## src/rtl/cpu_pkg.sv

```systemverilog
// cpu_pkg -- definitions shared by the program loader and the fetch/decode side.
//   Field widths of the 8-bit instruction word, the two address-format
//   opcodes, and the loader FSM state type.
package cpu_pkg;

    localparam int OPCODE_W = 3;
    localparam int IMM_W    = 3;
    localparam int ADDR_W   = 5;
    localparam int WORD_W   = 8;

    localparam logic [OPCODE_W-1:0] OP_J   = 3'b110;
    localparam logic [OPCODE_W-1:0] OP_BEQ = 3'b111;

    typedef enum logic [1:0] {
        IDLE = 2'd0,
        LOAD = 2'd1,
        DONE = 2'd2
    } loader_state_t;

    // Jumps and branches carry a 5-bit target instead of rd/rs/imm.
    function automatic logic is_addr_format(input logic [OPCODE_W-1:0] opcode);
        return (opcode == OP_J) || (opcode == OP_BEQ);
    endfunction

endpackage

```

## src/rtl/program_loader_instr_encoder.sv

```systemverilog
// instr_encoder -- packs instruction fields into an 8-bit program word.
//   This is the exact inverse of the fetch decode.
//   Ports:
//     opcode[2:0], rd, rs, imm[2:0], address[4:0]  in   instruction fields
//     word[7:0]                                    out  encoded word
//   Register format: {opcode, rd, rs, imm}
//   Address format (OP_J, OP_BEQ): {opcode, address}
module instr_encoder
    import cpu_pkg::*;
(
    input  logic [OPCODE_W-1:0] opcode,
    input  logic                rd,
    input  logic                rs,
    input  logic [IMM_W-1:0]    imm,
    input  logic [ADDR_W-1:0]   address,
    output logic [WORD_W-1:0]   word
);

    // NOTE: every output of an always_comb block gets a default value first,
    // so that no path leaves it unassigned and no latch can be inferred.
    always_comb begin
        word = {opcode, rd, rs, imm};
        if (is_addr_format(opcode)) begin
            word = {opcode, address};
        end
    end

endmodule

```

## src/rtl/program_loader.sv

```systemverilog
// program_loader -- streams encoded instructions into program RAM.
//   A session starts with `start` (pointer <- base_addr) and ends on `finish`
//   or after word 255 is written. Each accepted field set is encoded and
//   written one cycle later.
//   Ports:
//     clk, rst (sync, active high)
//     start, base_addr[7:0], finish                  session control
//     in_valid / in_ready, in_opcode, in_rd, in_rs,
//       in_imm, in_address                           instruction field input
//     mem_we, mem_waddr[7:0], mem_wdata[7:0]         program-RAM write port
//     busy, done, overflow, word_count[8:0]          status
//     checksum[7:0]                                  only with PROG_LOADER_CHECKSUM_EN
//   Optional feature: define PROG_LOADER_CHECKSUM_EN to add `checksum`, the
//   XOR of all words written in the current session.
module program_loader
    import cpu_pkg::*;
(
    input  logic                clk,
    input  logic                rst,
    input  logic                start,
    input  logic [7:0]          base_addr,
    input  logic                finish,
    input  logic                in_valid,
    output logic                in_ready,
    input  logic [OPCODE_W-1:0] in_opcode,
    input  logic                in_rd,
    input  logic                in_rs,
    input  logic [IMM_W-1:0]    in_imm,
    input  logic [ADDR_W-1:0]   in_address,
    output logic                mem_we,
    output logic [7:0]          mem_waddr,
    output logic [WORD_W-1:0]   mem_wdata,
    output logic                busy,
    output logic                done,
    output logic                overflow,
    output logic [8:0]          word_count
`ifdef PROG_LOADER_CHECKSUM_EN
    ,
    output logic [WORD_W-1:0]   checksum
`endif
);

    loader_state_t     state, next_state;
    logic [7:0]        ptr;
    logic [WORD_W-1:0] enc_word;
    logic              xfer;
    logic              last_word;

    instr_encoder u_encoder (
        .opcode  (in_opcode),
        .rd      (in_rd),
        .rs      (in_rs),
        .imm     (in_imm),
        .address (in_address),
        .word    (enc_word)
    );

    // in_ready is only ever high in LOAD, so it alone qualifies a transfer.
    assign xfer      = in_valid && in_ready;
    assign last_word = xfer && (ptr == 8'hFF);

    // NOTE: sequential state is written with non-blocking assignments so every
    // register samples the pre-edge values, independent of statement order.
    always_ff @(posedge clk) begin
        if (rst) begin
            state <= IDLE;
        end else begin
            state <= next_state;
        end
    end

    always_comb begin
        next_state = state;
        busy       = 1'b0;
        done       = 1'b0;
        case (state)
            IDLE: begin
                if (start) next_state = LOAD;
            end
            LOAD: begin
                busy = 1'b1;
                if (finish || last_word) next_state = DONE;
            end
            DONE: begin
                busy       = 1'b1;
                done       = 1'b1;
                next_state = IDLE;
            end
            default: next_state = IDLE;
        endcase
    end

    always_ff @(posedge clk) begin
        if (rst) begin
            in_ready   <= 1'b0;
            mem_we     <= 1'b0;
            mem_waddr  <= 8'h00;
            mem_wdata  <= '0;
            ptr        <= 8'h00;
            word_count <= 9'd0;
            overflow   <= 1'b0;
`ifdef PROG_LOADER_CHECKSUM_EN
            checksum   <= '0;
`endif
        end else begin
            // Registered ready: high exactly while the FSM sits in LOAD.
            in_ready <= (next_state == LOAD);
            mem_we   <= xfer;

            if ((state == IDLE) && start) begin
                ptr        <= base_addr;
                word_count <= 9'd0;
                overflow   <= 1'b0;
`ifdef PROG_LOADER_CHECKSUM_EN
                checksum   <= '0;
`endif
            end

            if (xfer) begin
                mem_waddr  <= ptr;
                mem_wdata  <= enc_word;
                word_count <= word_count + 9'd1;
`ifdef PROG_LOADER_CHECKSUM_EN
                checksum   <= checksum ^ enc_word;
`endif
                // The pointer saturates at 255; overflow records that the
                // session hit the end of program RAM.
                if (ptr == 8'hFF) begin
                    overflow <= 1'b1;
                end else begin
                    ptr <= ptr + 8'd1;
                end
            end
        end
    end

endmodule

```

## config.mk

```make
export PLATFORM = sky130hd
export DESIGN_NAME = program_loader
export DESIGN_NICKNAME = d
export VERILOG_FILES = /design/src/rtl/cpu_pkg.sv /design/src/rtl/program_loader_instr_encoder.sv /design/src/rtl/program_loader.sv
export SDC_FILE = /design/constraint.sdc
export NUM_CORES = 1
export LEC_CHECK = 0
export ABC_AREA = 0
export ABC_CLOCK_PERIOD_IN_PS = 1400
export CAP_MARGIN = 20
export CORE_MARGIN = 1
export CORE_UTILIZATION = 40
export DETAILED_ROUTE_END_ITERATION = 10
export GPL_ROUTABILITY_DRIVEN = 0
export PLACE_DENSITY = 0.73
export SLEW_MARGIN = 20
export SYNTH_ARGS = -nofsm -noshare
export SYNTH_HDL_FRONTEND = slang
export SYNTH_SLANG_ARGS = --single-unit
```

## constraint.sdc

```tcl
create_clock -name clk -period 1.4 [get_ports clk]
set_input_delay 0.21 -clock clk [delete_from_list [all_inputs] [get_ports clk]]
set_output_delay 0.21 -clock clk [all_outputs]
set_load 0.01 [all_outputs]
```

# == Yosys cells after proc, flatten, opt, wreduce, memory -nomap -nowiden ==
# Cells that the tools add are included.
# totals
register_bits,38
in_bits,26
# op_classes
add_sub_neg,2
eq_ne,6
muxes,14
n_reduce_logical,8
# ops
operator,n
$mux W8,3
$mux W9,2
$add A9 B1 Y9 const B,1
$add A8 B1 Y8 const B,1
$eq A8 B8 Y1 const B,1
$eq A3 B3 Y1 const B,2
$mux W1,5
$mux W5,1
$eq A2 B1 Y1 const B,2
$mux W2,2
$pmux W2 S2,1
$logic_and A1 B1 Y1,3
$eq A2 B2 Y1 const B,1
$logic_not A2 Y1,1
$logic_or A1 B1 Y1,2
$reduce_bool A2 Y1,1
$reduce_or A2 Y1,1

# == Longest topological paths before layout ==
# depth
ltp_word,6
depth_mapped,7
mapped_depth_nobuf,6

# == Cells and area by module ==
# Synthesis repeated with hierarchy kept, for this count alone.
# hier_totals
cells_unflattened,223
hier_area_um2,1865.5
# by_module_without_submodules
mod,instances,cells_per_inst,area_each_um2
program_loader,1,214,1780.5
instr_encoder,1,9,85.1

# == Least setup slack after synthesis ==
# No wires, ideal clock.
# synth_path
path_type,flip-flop to flip-flop
start,register ptr[0]
end,register ptr[5]
setup_ns,0.115
arrival_ns,1.386
path_slack_ns,-0.101
path_stages_with_launch,7
path_buffers,1
synth_period_minus_slack_ns,1.501
path_cell_list,dfxtp_1 -> ha_1 -> nand4_1 -> o21ai_1 -> buf_4 -> nor2_1 -> o21ba_2
# synth_via
elab_chain_len,3
word_cells_on_any_way,4
cone_classes,add/sub (1); eq/ne (1); mux (2)
# synth_lines
element,line_no,rtl
"start, declared",program_loader.sv:44,logic [7:0] ptr;
"start signal, assigned",program_loader.sv:111,ptr <= base_addr;
"start signal, assigned",program_loader.sv:131,ptr <= ptr + 8'd1;
$add A8 B1 Y8 / $eq A8 B8 Y1 (equally long branches),"program_loader.sv:131, program_loader.sv:128",
$mux W8 (*),program_loader.sv:128,if (ptr == 8'hFF) begin
$mux W8 (*),program_loader.sv:119,if (xfer) begin
# Every way passes the cells marked *; elsewhere a longest branch is shown, timed or not.
# A chain may end at the register's enable or synchronous reset.

# == Worst setup path after layout ==
# layout_path
start,register ptr[1]
end,register ptr[6]
# Same word-level chain as after synthesis.

==> impl_metrics.tcl <==
set metrics [dict create \
    p_leak_nw 1.43 \
    placed_area_sq_mm 0.00262 \
    layoutNonFillerInstCount 365 \
    cts_made_buffers 5 \
    min_period_ns 1.50 \
    fin_ws_ns -0.0998 \
    drt_first_iter_violations 91 \
    die_w_um 69.2 \
    htree_levels 2 \
    postSynthAreaPerCell_sq_um 8.10 \
    ir_worst_vdd_mv 0.465 \
    max-slew-margin-rel_pct 82.7 \
    cts_max_path_buffers 2 \
    coreArea_sq_mm 0.00435 \
    worst_pin_slew_ns 0.256 \
    io_pins 56 \
    dp.cells 348 \
    drv_slew 0 \
    mostFrequentLayoutCell "buf_4" \
    rr_startpoint "ptr[1]$_SDFF_PP0_" \
    cts.clk_slew.worst_paths_ns 0.08 \
    synthToLayoutAreaGrowth_pct 62.2 \
    grt_pass1_vias 1742 \
    crit_arrival_ns 1.73 \
    cts_sinks 38 \
    die_area_sq_mm 0.00479 \
    hold_buffers 0 \
    crit_path_start_kind "flip-flop" \
    cp_slowest_stage_delay_ns 0.36 \
    port_buffers 55 \
    rsz0062_at_grt "true" \
    initial_core_util_pct 41.5 \
    cp_slowest_cell "dfxtp_2" \
    hold_slack_ns 0.454 \
    maxCapViolations 0 \
    grt_max_degree 39 \
    grt_overflow_total 0 \
    grt_use_total_pct 20.7 \
    cts_root_buffer "clkbuf_8" \
    ys_ff_latch 38 \
    fmax_mhz 667 \
    violations "setup timing" \
    final_design_area_no_fill_sq_mm 0.00293 \
    die_height_um 69.2 \
    layout-drive-gt1-share_pct 26.8 \
    drc_errors 0 \
    vias_per_cell 5.31 \
    yosysUniqueCellTypes 40 \
    hpwl_um 3210 \
    synth_cells 223 \
    path_cells "ha_4 > nand4_1 > buf_4 > or3_1 > a21o_1 > a21oi_2" \
    layout_common_cells "38 x buf_4, 36 x nand2_1, 28 x dfxtp_1" \
    num_vias 1939 \
    synthesis.area_sq_mm 0.00181 \
    grt_first_pass_wirelength_um 8090 \
    crit_path_end_kind "flip-flop" \
    postRouteWirelength_um 4970 \
    insertion_delay_ns 0.29 \
    utilization_pct 67.3 \
    critPathLaunch "ptr[1]$_SDFF_PP0_" \
    hp-class "flip-flop to flip-flop" \
    setup_viol 8 \
    cp.required_ns 1.63 \
    antenna_left 0 \
    nets 343 \
    synth_nets 254 \
    yosysWarnings 0 \
    num_rows 24 \
    min-delay-start "mem_waddr[7]$_SDFFE_PP0P_" \
    ys_top_cells_by_area "dfxtp_1 42%, nand2_1 7.7%, a21oi_1 6.4%, nand3_1 4.2%, nor2_1 4.2%" \
    synth_top_area_share_pct 42.1 \
    finalCritPeriodShare_pct 107 \
    power_density_mw_per_mm2 934 \
    hold_viol_final 0 \
    antenna_found_initial 0 \
    worst_clock_skew_ns 0.00534 \
    crit_type "flip-flop to flip-flop" \
    yosysSeqAreaShare_pct 42.1 \
    worstPathMaxFanout 4 \
    wl_per_cell_um 13.6 \
    firstDrtPassIters 4 \
    diodes 0 \
    status "complete, but fails checks" \
    cts_tree "built" \
    yosys.area.top_type "dfxtp_1" \
]
[path summary, 6_finish.rpt]
kind                               end  slack [ns]  cells after the start
min          mem_waddr[7]$_SDFFE_PP0P_        0.45                      2
max                  ptr[6]$_SDFF_PP0_        -0.1                      6
min reg2reg  mem_waddr[7]$_SDFFE_PP0P_        0.45                      2
max reg2reg          ptr[6]$_SDFF_PP0_        -0.1                      6
[cells by family after synthesis]
logic type                 count (synthesis)  share of synthesized area [%]
and+or+nand+nor                           93                           23.1
xor gates and xnor gates                   2                          0.970
muxes                                      7                           4.29
AOI/OAI and AO/OA                         58                           20.0
adders and majority gates                  5                           3.46
buffers and inverters                     20                           6.09
DFF                                       38                           42.1
[layout make-up]
cell class              instances  area, sq um
clock inverters                 3         40.0
well taps                      52         65.1
inverters                       5         21.3
flip-flops and latches         38          778
fillers                       346         1420
repair buffers                 97          918
clock buffers                   5         68.8
multi-input cells             165         1040
[per-layer routing]
| layer | vias to the layer above | routed length [um] | global-route usage (%) |
|---|---|---|---|
| met5 | - | 0 | 0 |
| met4 | 0 | 36 | 6.58 |
| met3 | 4 | 150 | 4.22 |
| met2 | 42 | 2360 | 32.9 |
| met1 | 925 | 2420 | 28.1 |
| li1 | 968 | - | - |
[timing repair]
item | CTS | global route
endpoints found under the setup margin | 25 | 38
buffers inserted | 5 | 4
resized for setup | 31 | 35
pin swaps | 4 | 1
[through the flow]
step	setup slack [ns]	TNS [ns]	power, W
after floorplan	0.0173	0	0.00148
after global placement	-0.316	-5.70	0.00175
after detailed placement	-0.349	-6.75	0.00176
after CTS	-0.106	-0.332	0.00270
after global routing	-0.167	-1.03	0.00287
final	-0.0998	-0.428	0.00274
[synth_stat cells (all sizes together)]
cell	n
dfxtp	38
nand2	37
a21oi	23
nor2	20
nand3	15
o21ai	10
buf	9
a311oi	6
mux2	6
a31oi	5
clkbuf	5
ha	5
inv	5
nand4	5
nor3	5
or3	5
a22oi	3
o221ai	3
and2	2
a211oi	1
a21o	1
a221oi	1
and3	1
dlygate4sd1	1
mux2i	1
nand2b	1
nand3b	1
nor3b	1
o21a	1
o21ba	1
o22ai	1
o31a	1
o31ai	1
xnor2	1
xor2	1
[flip-flops by register name, indices dropped and copies added, names as in the netlist]
signal / count
mem_wdata: 8
in_ready: 1
overflow: 1
state: 2
word_count: 9
mem_we: 1
ptr: 8
mem_waddr: 8
[power by group]
part           internal [W]  switching [W]
registers           0.00114      0.0000421
clock network      0.000525       0.000394
logic              0.000341       0.000295
total               0.00201       0.000731
[critical path: cells and delay by family (launching register included)]
family,cells,cell delay (ns)
and+or+nand+nor,2,0.45
DFF,1,0.36
AOI/OAI and AO/OA,2,0.28
buffers and inverters,1,0.20
adders and majority gates,1,0.14
Note: power is estimated with default switching activity, not from simulation.
